**src/rtl/calc_pkg.sv**
```systemverilog
// Shared calculator output-stage definitions: FSM encoding, BCD adjust constants,
// and the seven-segment lookup table (bit 0 = segment a ... bit 6 = segment g).
package calc_pkg;

   typedef enum logic [1:0] {
      ST_IDLE  = 2'd0,
      ST_SHIFT = 2'd1,
      ST_DONE  = 2'd2
   } state_t;

   localparam logic [3:0] BCD_ADJ_THRESH = 4'd5;
   localparam logic [3:0] BCD_ADJ        = 4'd3;

   // Indexed by BCD digit value; entries 10-15 are blank.
   localparam logic [15:0][6:0] SEG7 = {
      7'h00, 7'h00, 7'h00, 7'h00, 7'h00, 7'h00,
      7'h6F, 7'h7F, 7'h07, 7'h7D, 7'h6D,
      7'h66, 7'h4F, 7'h5B, 7'h06, 7'h3F
   };

endpackage

```
**src/rtl/bcd_dabble_cell.sv**
```systemverilog
// Double-dabble digit correction: digit+3 when digit >= 5, otherwise unchanged.
// Latency: combinational. Backpressure: none.
// Used once per BCD digit ahead of each shift.
module bcd_dabble_cell
   import calc_pkg::*;
(
   input  logic [3:0] digit,
   output logic [3:0] adj
);

   assign adj = (digit >= BCD_ADJ_THRESH) ? (digit + BCD_ADJ) : digit;

endmodule

```
**src/rtl/result_bcd_decoder.sv**
```systemverilog
// Sequential sign/magnitude binary-to-BCD decoder for the calculator result bus.
// Latency: start accepted at edge N -> done pulse after edge N+WIDTH+1, data-independent.
// Backpressure: start ignored while busy and in DONE; no queueing. RESULT_SEG7_EN adds seg/seg_minus.
module result_bcd_decoder
   import calc_pkg::*;
#(
   parameter int WIDTH  = 10,
   parameter int DIGITS = 3
)
(
   input  logic                clk,
   input  logic                rst,
   input  logic                start,
   input  logic [WIDTH:0]      data_in,
   output logic                busy,
   output logic                done,
   output logic                sign,
   output logic                ovf,
   output logic [DIGITS*4-1:0] bcd
`ifdef RESULT_SEG7_EN
   ,
   output logic [DIGITS*7-1:0] seg,
   output logic                seg_minus
`endif
);

   localparam int CW = $clog2(WIDTH + 1);
   localparam int BW = DIGITS * 4;

   state_t           state_q;
   state_t           state_d;
   logic             accept;
   logic [CW-1:0]    cnt_q;
   logic [WIDTH-1:0] mag_q;
   logic [BW-1:0]    scratch_q;
   logic [BW-1:0]    scratch_adj;
   logic             sign_cap_q;
   logic             ovf_cap_q;
   logic [WIDTH-1:0] value;
   logic [WIDTH-1:0] value_abs;
   logic [BW-1:0]    bcd_next;
   logic             sign_next;

   // Magnitude fits WIDTH bits unsigned, so the most negative value converts without loss.
   assign value     = data_in[WIDTH-1:0];
   assign value_abs = value[WIDTH-1] ? ((~value) + WIDTH'(1)) : value;

   // An overflowed result is presented as an unsigned zero.
   assign bcd_next  = ovf_cap_q ? '0 : scratch_q;
   assign sign_next = sign_cap_q & ~ovf_cap_q;

   for (genvar g = 0; g < DIGITS; g++) begin : g_cell
      bcd_dabble_cell u_cell (
         .digit (scratch_q[g*4 +: 4]),
         .adj   (scratch_adj[g*4 +: 4])
      );
   end

   always_ff @(posedge clk) begin
      if (rst) begin
         state_q <= ST_IDLE;
      end else begin
         state_q <= state_d;
      end
   end

   always_comb begin
      state_d = state_q;
      accept  = 1'b0;
      busy    = 1'b0;
      unique case (state_q)
         ST_IDLE: begin
            if (start) begin
               accept  = 1'b1;
               state_d = ST_SHIFT;
            end
         end
         ST_SHIFT: begin
            busy = 1'b1;
            if (cnt_q == CW'(1)) begin
               state_d = ST_DONE;
            end
         end
         ST_DONE: begin
            busy    = 1'b1;
            state_d = ST_IDLE;
         end
         default: state_d = ST_IDLE;
      endcase
   end

   always_ff @(posedge clk) begin
      if (rst) begin
         cnt_q      <= '0;
         mag_q      <= '0;
         scratch_q  <= '0;
         sign_cap_q <= 1'b0;
         ovf_cap_q  <= 1'b0;
         done       <= 1'b0;
         sign       <= 1'b0;
         ovf        <= 1'b0;
         bcd        <= '0;
      end else begin
         done <= 1'b0;
         if (accept) begin
            ovf_cap_q  <= data_in[WIDTH];
            sign_cap_q <= data_in[WIDTH-1];
            mag_q      <= value_abs;
            scratch_q  <= '0;
            cnt_q      <= CW'(WIDTH);
         end else if (state_q == ST_SHIFT) begin
            scratch_q <= {scratch_adj[BW-2:0], mag_q[WIDTH-1]};
            mag_q     <= {mag_q[WIDTH-2:0], 1'b0};
            cnt_q     <= cnt_q - CW'(1);
         end else if (state_q == ST_DONE) begin
            done <= 1'b1;
            ovf  <= ovf_cap_q;
            sign <= sign_next;
            bcd  <= bcd_next;
         end
      end
   end

`ifdef RESULT_SEG7_EN
   logic [DIGITS*7-1:0] seg_next;
   logic                lead_zero;

   // Blank zero digits from the top down until the first non-zero; units always shown.
   always_comb begin
      seg_next  = '0;
      lead_zero = 1'b1;
      for (int i = DIGITS - 1; i >= 0; i--) begin
         if (lead_zero && (bcd_next[i*4 +: 4] == 4'd0) && (i != 0)) begin
            seg_next[i*7 +: 7] = 7'b0;
         end else begin
            lead_zero          = 1'b0;
            seg_next[i*7 +: 7] = SEG7[bcd_next[i*4 +: 4]];
         end
      end
   end

   always_ff @(posedge clk) begin
      if (rst) begin
         seg       <= '0;
         seg_minus <= 1'b0;
      end else if (state_q == ST_DONE) begin
         seg       <= seg_next;
         seg_minus <= sign_next;
      end
   end
`endif

endmodule

```
**config.mk**
```make
export PLATFORM = sky130hd
export DESIGN_NAME = result_bcd_decoder
export DESIGN_NICKNAME = d
export VERILOG_FILES = /design/src/rtl/calc_pkg.sv /design/src/rtl/bcd_dabble_cell.sv /design/src/rtl/result_bcd_decoder.sv
export SDC_FILE = /design/constraint.sdc
export NUM_CORES = 1
export LEC_CHECK = 0
export ABC_AREA = 1
export CORE_UTILIZATION = 51
export CTS_CLUSTER_SIZE = 12
export DETAILED_ROUTE_END_ITERATION = 10
export PLACE_DENSITY = 0.77
export SYNTH_ARGS = -nofsm -noshare
export SYNTH_HDL_FRONTEND = slang
export SYNTH_HIERARCHICAL = 1
export SYNTH_SLANG_ARGS = --single-unit
```
**constraint.sdc**
```tcl
create_clock -name clk -period 1.7 [get_ports clk]
set_input_delay 0.17 -clock clk [delete_from_list [all_inputs] [get_ports clk]]
set_output_delay 0.17 -clock clk [all_outputs]
set_load 0.02 [all_outputs]
```
After elaboration in Yosys (flattened, before gate mapping)

Index checks and enable logic that the tools add are counted.

Register bits: 45
Input port bits: 14
Output and inout port bits: 16

Add/sub/neg operators: 5
Muxes and demuxes: 16
Magnitude comparators: 3
Bitwise operators: 5
Equality and inequality tests: 5
Reductions and logical operators: 7

Operator list:

| kind                                                                                 | number |
|---|---|
| 10-bit 2-to-1 mux                                                                    | 3 |
| 4-bit 2-to-1 mux                                                                     | 4 |
| 4-bit by 3-bit greater-or-equal comparator with 1-bit output (second input constant) | 3 |
| 12-bit 2-to-1 mux                                                                    | 1 |
| 10-bit by 1-bit adder with 10-bit output (second input constant)                     | 1 |
| 10-bit inverter                                                                      | 1 |
| 4-bit by 2-bit adder with 4-bit output (second input constant)                       | 2 |
| 4-bit by 1-bit == test with 1-bit output (second input constant)                     | 1 |
| 1-bit 2-to-1 mux                                                                     | 4 |
| 2-bit 2-to-1 mux                                                                     | 2 |
| 2-bit != test (second input constant)                                                | 2 |
| 2-bit one-hot mux with 2 select lines                                                | 1 |
| 2-bit OR reduction                                                                   | 2 |
| 4-bit by 1-bit subtractor with 4-bit output (second input constant)                  | 1 |
| 3-bit by 2-bit adder with 3-bit output (second input constant)                       | 1 |
| 3-bit 2-to-1 mux                                                                     | 1 |
| 1-bit inverter                                                                       | 3 |
| 3-bit AND reduction                                                                  | 1 |
| 3-bit OR reduction                                                                   | 1 |
| 2-bit by 1-bit == test with 1-bit output (second input constant)                     | 1 |
| 2-bit == test (second input constant)                                                | 1 |
| 2-bit zero test                                                                      | 1 |
| 2-bit AND reduction                                                                  | 1 |
| 2-bit nonzero test                                                                   | 1 |
| 1-bit AND                                                                            | 1 |

Logic depth before layout (Yosys ltp)

Word-level depth: 4
Depth in mapped cells: 10

Cells and area by module

Netlist, hierarchy kept.

Modules (own cells, without submodules):

| module             | area each (um2) | instances | cells each |
|---|---|---|---|
| result_bcd_decoder | 1984.4          | 1         | 281 |
| bcd_dabble_cell    | 135.1           | 3         | 23 |

Worst setup path before layout

OpenSTA, ideal clock, no wires.

Kind: reg2reg
Start point: register state_q[0]
End point: register mag_q[7]
Data arrival time: 1.269 ns
Clock period less this slack: 1.401 ns
Path slack: 0.299 ns
Stages on the path, launching flop included: 10
Data required time: 1.568 ns
Library setup time: 0.132 ns
Cells stage by stage: dfxtp_1 > inv_1 > ha_1 > nand2_4 > clkinv_4 > nor2_2 > buf_4 > nor2_1 > nand2_1 > a21oi_1

Word-level cells in the longest chain between the ends: 3
Elaborated cells on any way between the ends: 5
Those cells by class: 1 x eq/ne; 2 x mux; 2 x reduce/logical

Ends and longest elaborated chain:

| item                                                    | RTL line                  | source |
|---|---|---|
| from (decl)                                             | result_bcd_decoder.sv:30  | `state_t state_q;` |
| from (signal assigned)                                  | result_bcd_decoder.sv:63  | `state_q <= state_d;` |
| 2-bit zero test                                         | result_bcd_decoder.sv:71  | `unique case (state_q)` |
| 1-bit 2-to-1 mux                                        | result_bcd_decoder.sv:71  |  |
| 10-bit 2-to-1 mux or 2-bit nonzero test (tied branches) | -                         |  |
| to (signal assigned)                                    | result_bcd_decoder.sv:108 | `mag_q <= value_abs;` |
| to (signal assigned)                                    | result_bcd_decoder.sv:113 | `mag_q <= {mag_q[WIDTH-2:0], 1'b0};` |
| to (decl)                                               | result_bcd_decoder.sv:34  | `logic [WIDTH-1:0] mag_q;` |

Parallel ways exist; a longest one is shown, timed or not.
A chain may end at the register's enable or synchronous reset.

Final worst setup path

Start point: register state_q[0]
End point: register mag_q[5]

Same word-level chain as after synthesis.

==> impl_results.md <==
* Max Clock Skew at ~7.8 ps
* WP data arrival at 1670 ps
* Via count at 2164
* Internal power at between 2 and 2.5 mW
* Drc violations at 0
* Post-route insts no fill at between 400 and 500
* Clock transition at the registers of the reported paths at 80 ps
* Leak at 1.10 nW
* # IOs at 30
* # diodes at 0
* H-Tree Depth at 2
* Hold Path Class: register to register
* CTS Sinks at 45
* Peak supply drop at approximately 1100 uV
* Root buffer cell: clkbuf_8
* Critical Path RT at roughly 1900 ps
* Crit start category: register
* Hold Vio Cnt, Final at 0
* Seq pwr share at 39.5%
* Pwr Density at 1150 nW/um^2
* Final period util at around 88%
* GRT Total Usage at around a fifth
* Max cap viols at 0
* Drt first pass iters at 4
* Type of destination of the critical path: register
* P_sw at between 1 and 1.5 mW
* Status: complete, no violations
* Crit Path Class: register to register
* Post-Route Setup TNS at 0 ps
* Max Slew Vio Count at 0
* Setup bufs post-CTS at 0
* Remaining global-route overflow at 0
* Die X at approximately 70 um
* Final nets at about 410
* Net Count, Synth at 372
* Worst-Margin Slew at ~330 ps
* First-pass GRT wire length at between 8000 and 9000 um
* Max Clock Freq at between 600 and 700 MHz
* P&R area growth vs syn at 20.4%
* Min Hold Slack at between 400 and 500 ps
* Filler cells at 403
* Placed cells at approximately 430
* CTS tree: built
* Routed Antenna Nets at 0
* Worst-Skew Late Latency at slightly below 300 ps
* Min Tclk post-route at between 1000 and 1500 ps
* DP HPWL at approximately 3400 um
* Mapped cell area at roughly 2400 sq um
* Die area at 4910 sq um
* Final setup violation count at 0
* RSZ-0062 raised after global routing: no
* PortBufs at 29
* Drt wl/cell at 10.7 um
* Synth warn at 6
* Die height at between 70 and 80 um
* Vias in the first global route at about 2000
* CTS buffer count at 5
* RePlAce Congestion at approximately 0.80
* Clock share of power at between 20% and 30%
* Clock tree buffer depth at 2
* Post-DR vias/cell at about 5.0
* Core Box Area at approximately 4400 sq um
* Avg Cell Area, Syn at between 6 and 7 sq um
* Post-Syn Instances at approximately 350
* Logic pwr share at about 37%
* Relative max-transition margin at between 70% and 80%
* Share of layout cells above drive strength 1 at between 10% and 20%
* Initial Util at between 50% and 60%
* CP max FO at 11
* DRT iter0 DRCs at a little over 90
* Net Sw Frac at a little over a third
* Initial antenna violation count at 0
* Final wirelength at 4620 um
* Largest net degree at the start of global routing at 25
* Row count at 24
repair_timing:
| item | in CTS | in global routing |
|---|---|---|
| gates resized for setup | 1 | 0 |
| endpoints found under the setup margin | 1 | 0 |
| hold buffers | 0 | 0 |
metal layers:
layer	share of wire [%]	up-vias	track usage, %
li1	-	1163	-
met1	52	970	28.4
met2	45	27	34.9
met3	2.2	4	3.90
met4	0.69	0	4.67
met5	0	-	0
power by group through the flow:
stage	clock network, mW	registers, mW	logic (mW)
final	0.768	1.30	1.21
after global routing	0.822	1.32	1.40
after CTS	0.784	1.29	1.23
after detailed placement	0	1.32	1.24
after global placement	0	1.31	1.22
after floorplan	0	1.31	0.854
stage by stage:
step           worst slack [ps]  power [mW]  cell area [sq um]  utilization (%)
2_1_floorplan               299        2.17               2360                -
3_3_place_gp                111        2.53               2740             62.2
3_5_place_dp               71.5        2.56               2740             62.2
4_1_cts                     196        3.31               2850             64.5
5_1_grt                    46.4        3.54               2850             64.5
6_report                    206        3.28               2850             64.5
state kept, by name (all words and copies together) (netlist names):
signal      flops
ovf             1
sign            1
done            1
bcd            12
sign_cap_q      1
scratch_q      12
mag_q          10
state_q         2
cnt_q           4
ovf_cap_q       1
final cells by class:
cell class	instances	area (sq um)	area share [%]
inverters	30	118	4.13
flip-flops and latches	45	901	31.6
clock inverters	2	35.0	1.23
repair buffers	40	372	13.1
clock buffers	5	68.8	2.42
multi-input cells	258	1290	45.2
well taps	52	65.1	2.29
worst max-delay path: stages, from the launching register on:
cell and delay, ps:
dfxtp_1 340, inv_1 90, ha_1 250, nand2_4 80, clkinv_4 100, nor2_2 180, buf_4 180, nor2_1 50
nand2_1 50, a21oi_1 60
final timing paths:
path,from,endpoint,slack [ps],cells past startpoint
max reg2reg,state_q[0]$_SDFFE_PP0P_,mag_q[5]$_SDFFE_PP0P_,210,9
max,state_q[0]$_SDFFE_PP0P_,mag_q[5]$_SDFFE_PP0P_,210,9
min,mag_q[0]$_SDFFE_PP0P_,mag_q[0]$_SDFFE_PP0P_,460,2
min reg2reg,mag_q[0]$_SDFFE_PP0P_,mag_q[0]$_SDFFE_PP0P_,460,2
cell usage in the layout, fill, tap and decap left out:
cell / n
buf_4: 11
xnor2_1: 1
inv_2: 5
nand2_4: 1
clkdlybuf4s50_1: 28
inv_1: 24
clkinv_4: 1
nor2_2: 1
ha_1: 13
bufinv_16: 1
clkbuf_8: 5
nand2_2: 4
nand2_1: 111
a21oi_2: 2
a21oi_1: 43
nor3_1: 2
nor2_4: 6
o21ai_2: 3
nand3b_1: 1
or3_1: 1
dfxtp_1: 45
o211ai_1: 1
o21ai_0: 17
or2_0: 2
dlygate4sd2_1: 1
nor2_1: 35
nand3_1: 14
clkinv_2: 1
(Power assumes the default switching activity.)
